### config.mk
export PLATFORM = sky130hd
export DESIGN_NAME = stopwatch_ctrl
export DESIGN_NICKNAME = d
export VERILOG_FILES = /design/src/rtl/stopwatch_ctrl.sv
export SDC_FILE = /design/constraint.sdc
export NUM_CORES = 1
export LEC_CHECK = 0
export CELL_PAD_IN_SITES_DETAIL_PLACEMENT = 0
export CELL_PAD_IN_SITES_GLOBAL_PLACEMENT = 2
export CORE_ASPECT_RATIO = 0.8
export CORE_MARGIN = 4
export CORE_UTILIZATION = 38
export DETAILED_ROUTE_END_ITERATION = 12
export GPL_ROUTABILITY_DRIVEN = 1
export HOLD_SLACK_MARGIN = 0.12
export PLACE_DENSITY = 0.79
export REMOVE_ABC_BUFFERS = 1
export SYNTH_ARGS = -nofsm -noshare
export SYNTH_HDL_FRONTEND = slang
export SYNTH_SLANG_ARGS = --single-unit
### constraint.sdc
create_clock -name clk -period 2.2 [get_ports clk]
set_input_delay 0.44 -clock clk [delete_from_list [all_inputs] [get_ports clk]]
set_output_delay 0.44 -clock clk [all_outputs]
set_load 0.02 [all_outputs]
### src/rtl/stopwatch_ctrl.sv
// -----------------------------------------------------------------------------
// stopwatch_ctrl
//   Control block for a centisecond stopwatch. Two bouncing, active-low
//   pushbuttons (start/stop and lap/clear) are synchronized, debounced and
//   edge-detected into one-cycle press events. These events drive a four-state
//   FSM that enables the counter chain, freezes the display and clears the
//   counters.
//
// Parameters
//   DEBOUNCE_CYCLES : number of consecutive synchronized cycles a new key
//                     level must hold before it is accepted
//   CNT_W           : debounce counter width, must hold DEBOUNCE_CYCLES-1
//
// Ports
//   clk       in   system clock
//   rst       in   synchronous reset, active-low
//   key_start in   start/stop button, active-low, asynchronous
//   key_lap   in   lap/clear button, active-low, asynchronous
//   run_en    out  count enable to the centisecond counter chain
//   clr_n     out  one-cycle active-low clear to the counter chain
//   lap_hold  out  display freeze request to the digit latch
//   state     out  FSM state: IDLE=00, RUN=01, LAP=10, STOP=11
// -----------------------------------------------------------------------------
module stopwatch_ctrl #(
   parameter int DEBOUNCE_CYCLES = 500000,
   parameter int CNT_W           = 20
) (
   input  logic       clk,
   input  logic       rst,
   input  logic       key_start,
   input  logic       key_lap,
   output logic       run_en,
   output logic       clr_n,
   output logic       lap_hold,
   output logic [1:0] state
);

   typedef enum logic [1:0] {
      ST_IDLE = 2'b00,
      ST_RUN  = 2'b01,
      ST_LAP  = 2'b10,
      ST_STOP = 2'b11
   } state_t;

   localparam logic [CNT_W-1:0] CNT_MAX = CNT_W'(DEBOUNCE_CYCLES - 1);
   localparam logic [CNT_W-1:0] CNT_ONE = CNT_W'(1);

   // Bit 0 carries the start key, bit 1 the lap key throughout.
   // Synchronizer flops hold raw (active-low) levels; 1 means released.
   logic [1:0]       sync1_q, sync1_d;
   logic [1:0]       sync2_q, sync2_d;
   // Debounced levels in press polarity (1 = pressed).
   logic [1:0]       stable_q, stable_d;
   logic [1:0]       stable_dly_q, stable_dly_d;
   logic [CNT_W-1:0] cnt_q [2];
   logic [CNT_W-1:0] cnt_d [2];
   logic [1:0]       key_lvl;
   logic [1:0]       press;

   state_t           state_q, state_d;
   logic             run_en_q, run_en_d;
   logic             lap_hold_q, lap_hold_d;
   logic             clr_n_q, clr_n_d;

   // Key conditioning: synchronize, invert, debounce, rising-edge detect
   always_comb begin
      sync1_d      = {key_lap, key_start};
      sync2_d      = sync1_q;
      key_lvl      = ~sync2_q;
      stable_d     = stable_q;
      stable_dly_d = stable_q;
      for (int i = 0; i < 2; i++) begin
         // Counter runs only while the synchronized level disagrees with the
         // accepted level; any agreeing cycle restarts the qualification.
         cnt_d[i] = '0;
         if (key_lvl[i] != stable_q[i]) begin
            if (cnt_q[i] == CNT_MAX) begin
               stable_d[i] = key_lvl[i];
            end else begin
               cnt_d[i] = cnt_q[i] + CNT_ONE;
            end
         end
      end
      // Rising edge only, so releases and long holds give no extra event.
      press = stable_q & ~stable_dly_q;
   end

   always_ff @(posedge clk) begin
      if (!rst) begin
         sync1_q      <= 2'b11;
         sync2_q      <= 2'b11;
         stable_q     <= 2'b00;
         stable_dly_q <= 2'b00;
         cnt_q[0]     <= '0;
         cnt_q[1]     <= '0;
      end else begin
         sync1_q      <= sync1_d;
         sync2_q      <= sync2_d;
         stable_q     <= stable_d;
         stable_dly_q <= stable_dly_d;
         cnt_q[0]     <= cnt_d[0];
         cnt_q[1]     <= cnt_d[1];
      end
   end

   // FSM next state; start is tested first so it wins over a same-cycle lap
   always_comb begin
      state_d = state_q;
      clr_n_d = 1'b1;
      case (state_q)
         ST_IDLE: begin
            if (press[0]) state_d = ST_RUN;
         end
         ST_RUN: begin
            if (press[0])      state_d = ST_STOP;
            else if (press[1]) state_d = ST_LAP;
         end
         ST_LAP: begin
            if (press[0])      state_d = ST_STOP;
            else if (press[1]) state_d = ST_RUN;
         end
         ST_STOP: begin
            if (press[0]) begin
               state_d = ST_RUN;
            end else if (press[1]) begin
               state_d = ST_IDLE;
               clr_n_d = 1'b0;
            end
         end
         default: state_d = ST_IDLE;
      endcase
      // Outputs are registered alongside the state so they never glitch
      // on multi-bit state transitions (e.g. RUN 01 -> LAP 10).
      run_en_d   = (state_d == ST_RUN) || (state_d == ST_LAP);
      lap_hold_d = (state_d == ST_LAP);
   end

   always_ff @(posedge clk) begin
      if (!rst) begin
         state_q    <= ST_IDLE;
         run_en_q   <= 1'b0;
         lap_hold_q <= 1'b0;
         clr_n_q    <= 1'b1;
      end else begin
         state_q    <= state_d;
         run_en_q   <= run_en_d;
         lap_hold_q <= lap_hold_d;
         clr_n_q    <= clr_n_d;
      end
   end

   assign state    = state_q;
   assign run_en   = run_en_q;
   assign lap_hold = lap_hold_q;
   assign clr_n    = clr_n_q;

endmodule

==> results.tsv, run 1 <==
stage	metric	value	unit
outcome	outcome	finished clean	
power_and_ir_drop	p_int	1350	uW
setup_path	ff2ff_setup_slack	270	ps
sta	finalMaxSlewViolations	0	
placement	place_area	2500	um^2
drt	drt.antenna.violating_nets	0	
clocking	cts_made_buffers	5	
logic_synthesis	syn_area	2290	um^2
grt	grt_max_degree	17	
logic_synthesis	yosys.area.top_type_share	46.2	%
clocking	cts_resized	0	
layout	drive_gt1_share	11.3	%
grt	grtUsageTotal	13.2	%
clocking	clk_latency	310	ps
floorplanning	core_area	5880	um^2
power_and_ir_drop	p_leak	0.000833	uW
sta	setup_violations	0	
logic_synthesis	ys.flop_type	dfxtp_1	
sta	fmax	519	MHz
placement	port_buffers	8	
logic_synthesis	postSynthCellCount	247	
sta	hold_violations	0	
setup_path	path_max_fanout	14	
sta	max_slew.worst_pin.slew	457	ps
drt	via_per_inst	4.97	
layout	nets	272	
placement	place.gp.congestion	0.767	
job	cap_violations	0	
floorplanning	start_util	39.0	%
sta	finalClockSkew	10.1	ps
setup_path	cp-endpoint	cnt_q[0][12]	
clocking	path_clk_slew	100	ps
sta	relSlewSlack	69.2	%
layout	postLayoutCellArea	2630	um^2
grt	grt_pass1_vias	1554	
floorplanning	fp.dieH	77.5	um
placement	dp_hpwl	3180	um
floorplanning	dieWidth	94.9	um
grt	grt_pass1_wl	7580	um
clocking	h-tree-depth	2	
sta	fin_crit_sh	87.6	%
setup_path	regToRegEndpoint	cnt_q[0][12]	
logic_synthesis	yosys_warnings	0	
setup_path	cp_data_arrival_time	2130	ps
clocking	cts_sinks	53	
clocking	cts_buffer_depth	2	
sta	finalCriticalPeriod	1930	ps
clocking	holdBufCountCts	0	
worst_hold_path	hold_class	flip-flop to flip-flop	
drt	detail_route.wl_per_cell	12.4	um
grt	antenna_found_initial	0	
logic_synthesis	seq_area_frac_synth	46.2	%
sta	whs	426	ps
floorplanning	rows	25	
drt	vias	1725	
sta	fin_tns_setup	0	ps
power_and_ir_drop	max-vdd-ir-drop	317	uV
layout	n_fill_cell	611	
power_and_ir_drop	p_per_area	640	nW/um^2
floorplanning	die_area	7350	um^2
drt	drc	0	
setup_path	rr_worst_depth	5	
setup_path	crit_type	flip-flop to flip-flop	
clocking	cts_setup_buffers	0	
setup_path	reg2reg_from	cnt_q[0][11]	
setup_path	cp-end-kind	flip-flop	
drt	routed_wl	4300	um
layout	layout_commonest_cell	dfxtp_1	
clocking	cts_root_buf	clkbuf_8	
logic_synthesis	syn_avg_cell_area	9.29	um^2
power_and_ir_drop	pwr-share-clk	40.9	%
clocking	cts_tree	yes	
logic_synthesis	yosysTopAreaCell	dfxtp_1	
power_and_ir_drop	p_switching	334	uW
sta	rsz0062_at_grt	false	
power_and_ir_drop	combinationalPowerShare	1.6	%
layout	layout_common_cells	53 x dfxtp_1, 36 x nor2_1, 15 x xor2_1, 14 x xnor2_1, 12 x nand4_1	
logic_synthesis	ys_ff_latch	53	
drt	drtPass1Iterations	4	
logic_synthesis	postSynth.asyncResetShare	0	%
logic_synthesis	synth_cell_type_count	43	
power_and_ir_drop	p_sw_share	19.9	%
grt	grt_overflow	0	
layout	n_antenna_cell	0	
floorplanning	ioPinCount	9	
logic_synthesis	synth_edf_count	0	
drt	first_iter_violations	64	
setup_path	cp.required	2400	ps
power_and_ir_drop	p_seq_share	57.5	%
logic_synthesis	synthTopCellsByArea	dfxtp_1 46%, nor2_1 5.9%, xor2_1 5.7%	
setup_path	cp-startpoint	cnt_q[0][11]	
setup_path	startpoint_type	flip-flop	
layout	syn_to_final_growth	14.4	%
[metal layers]
metal / part of all wire (%) / vias to the layer above / track usage (%) / routed length [um]
met5: 0 / - / 0 / 0
met4: 1.8 / 0 / 5.62 / 76
met3: 4.1 / 7 / 3.59 / 176
met2: 39 / 25 / 16.3 / 1660
met1: 55 / 787 / 20.6 / 2390
li1: - / 906 / - / -
[registers in the layout, indices dropped and copies added (netlist names)]
signal / count
sync2_q: 2
stable_dly_d: 2
stable_dly_q: 2
clr_n: 1
run_en: 1
lap_hold: 1
cnt_q: 40
sync1_q: 2
state: 2
[metrics by stage]
step	total power [uW]	util (%)	std cells	setup WS, ps
finish	1680	44.6	347	274
global route	1750	44.6	347	124
CTS	1710	44.6	347	278
detailed placement	1010	42.6	339	295
global placement	1020	42.6	339	276
floorplan	998	-	239	321
[synth_stat cells (3+ instances only)]
library cell / instances
nand4_1: 12
nand2b_1: 5
ha_1: 3
xnor2_1: 14
nand3_1: 11
or4_1: 3
buf_4: 4
nor2_1: 36
inv_1: 8
and4_1: 3
dfxtp_1: 53
nand2_1: 10
and2_1: 5
xor2_1: 15
nor4_1: 5
o21ai_0: 8
or3_1: 6
nor3_1: 4
a21oi_1: 9
[worst min path at each step]
stage               startpoint    endpoint  slack, ps  cells after the start
finish              sync1_q[1]  sync2_q[1]        430                      1
global placement    sync1_q[1]  sync2_q[1]        390                      1
floorplan           sync1_q[0]  sync2_q[0]        390                      1
detailed placement  sync1_q[1]  sync2_q[1]        400                      1
global route        sync1_q[0]  sync2_q[0]        440                      1
CTS                 sync1_q[1]  sync2_q[1]        430                      1
[critical path: stages, from the launching register on]
cell     delay, ps
dfxtp_1        350
or4b_2         670
nor3_1         330
a211o_1        200
buf_4          200
nor2_1          70
[cell families after synthesis]
logic type                 count (synthesis)  synth area share, %
AOI/OAI and AO/OA                         28                 7.63
xor gates and xnor gates                  29                 11.1
and+or+nand+nor                          118                 29.8
DFF                                       53                 46.2
adders and majority gates                  3                 1.64
buffers and inverters                     16                 3.65
[power groups by stage]
stage	Clock (uW)	Combinational (uW)	Sequential, uW
2_1_floorplan	0	10.3	988
3_3_place_gp	0	27.0	988
3_5_place_dp	0	26.8	988
4_1_cts	714	27.1	966
5_1_grt	752	29.5	966
6_report	688	26.4	966
[layout make-up]
cell class / count / area (um^2) / share of cell area [%]
multi-input cells: 178 / 1150 / 43.8
flip-flops and latches: 53 / 1060 / 40.4
repair buffers: 19 / 163 / 6.20
well taps: 81 / 101 / 3.86
clock buffers: 6 / 82.6 / 3.15
clock inverters: 2 / 37.5 / 1.43
inverters: 8 / 30.0 / 1.14
Note: power is estimated with default switching activity, not from simulation.
==> run 2, diff against run 1 <==
Settings changed: ABC_CLOCK_PERIOD_IN_PS from default to 2200.
==> results of run 2 <==
Same layout as run 1: the final DEF is identical, and so are final timing and power.
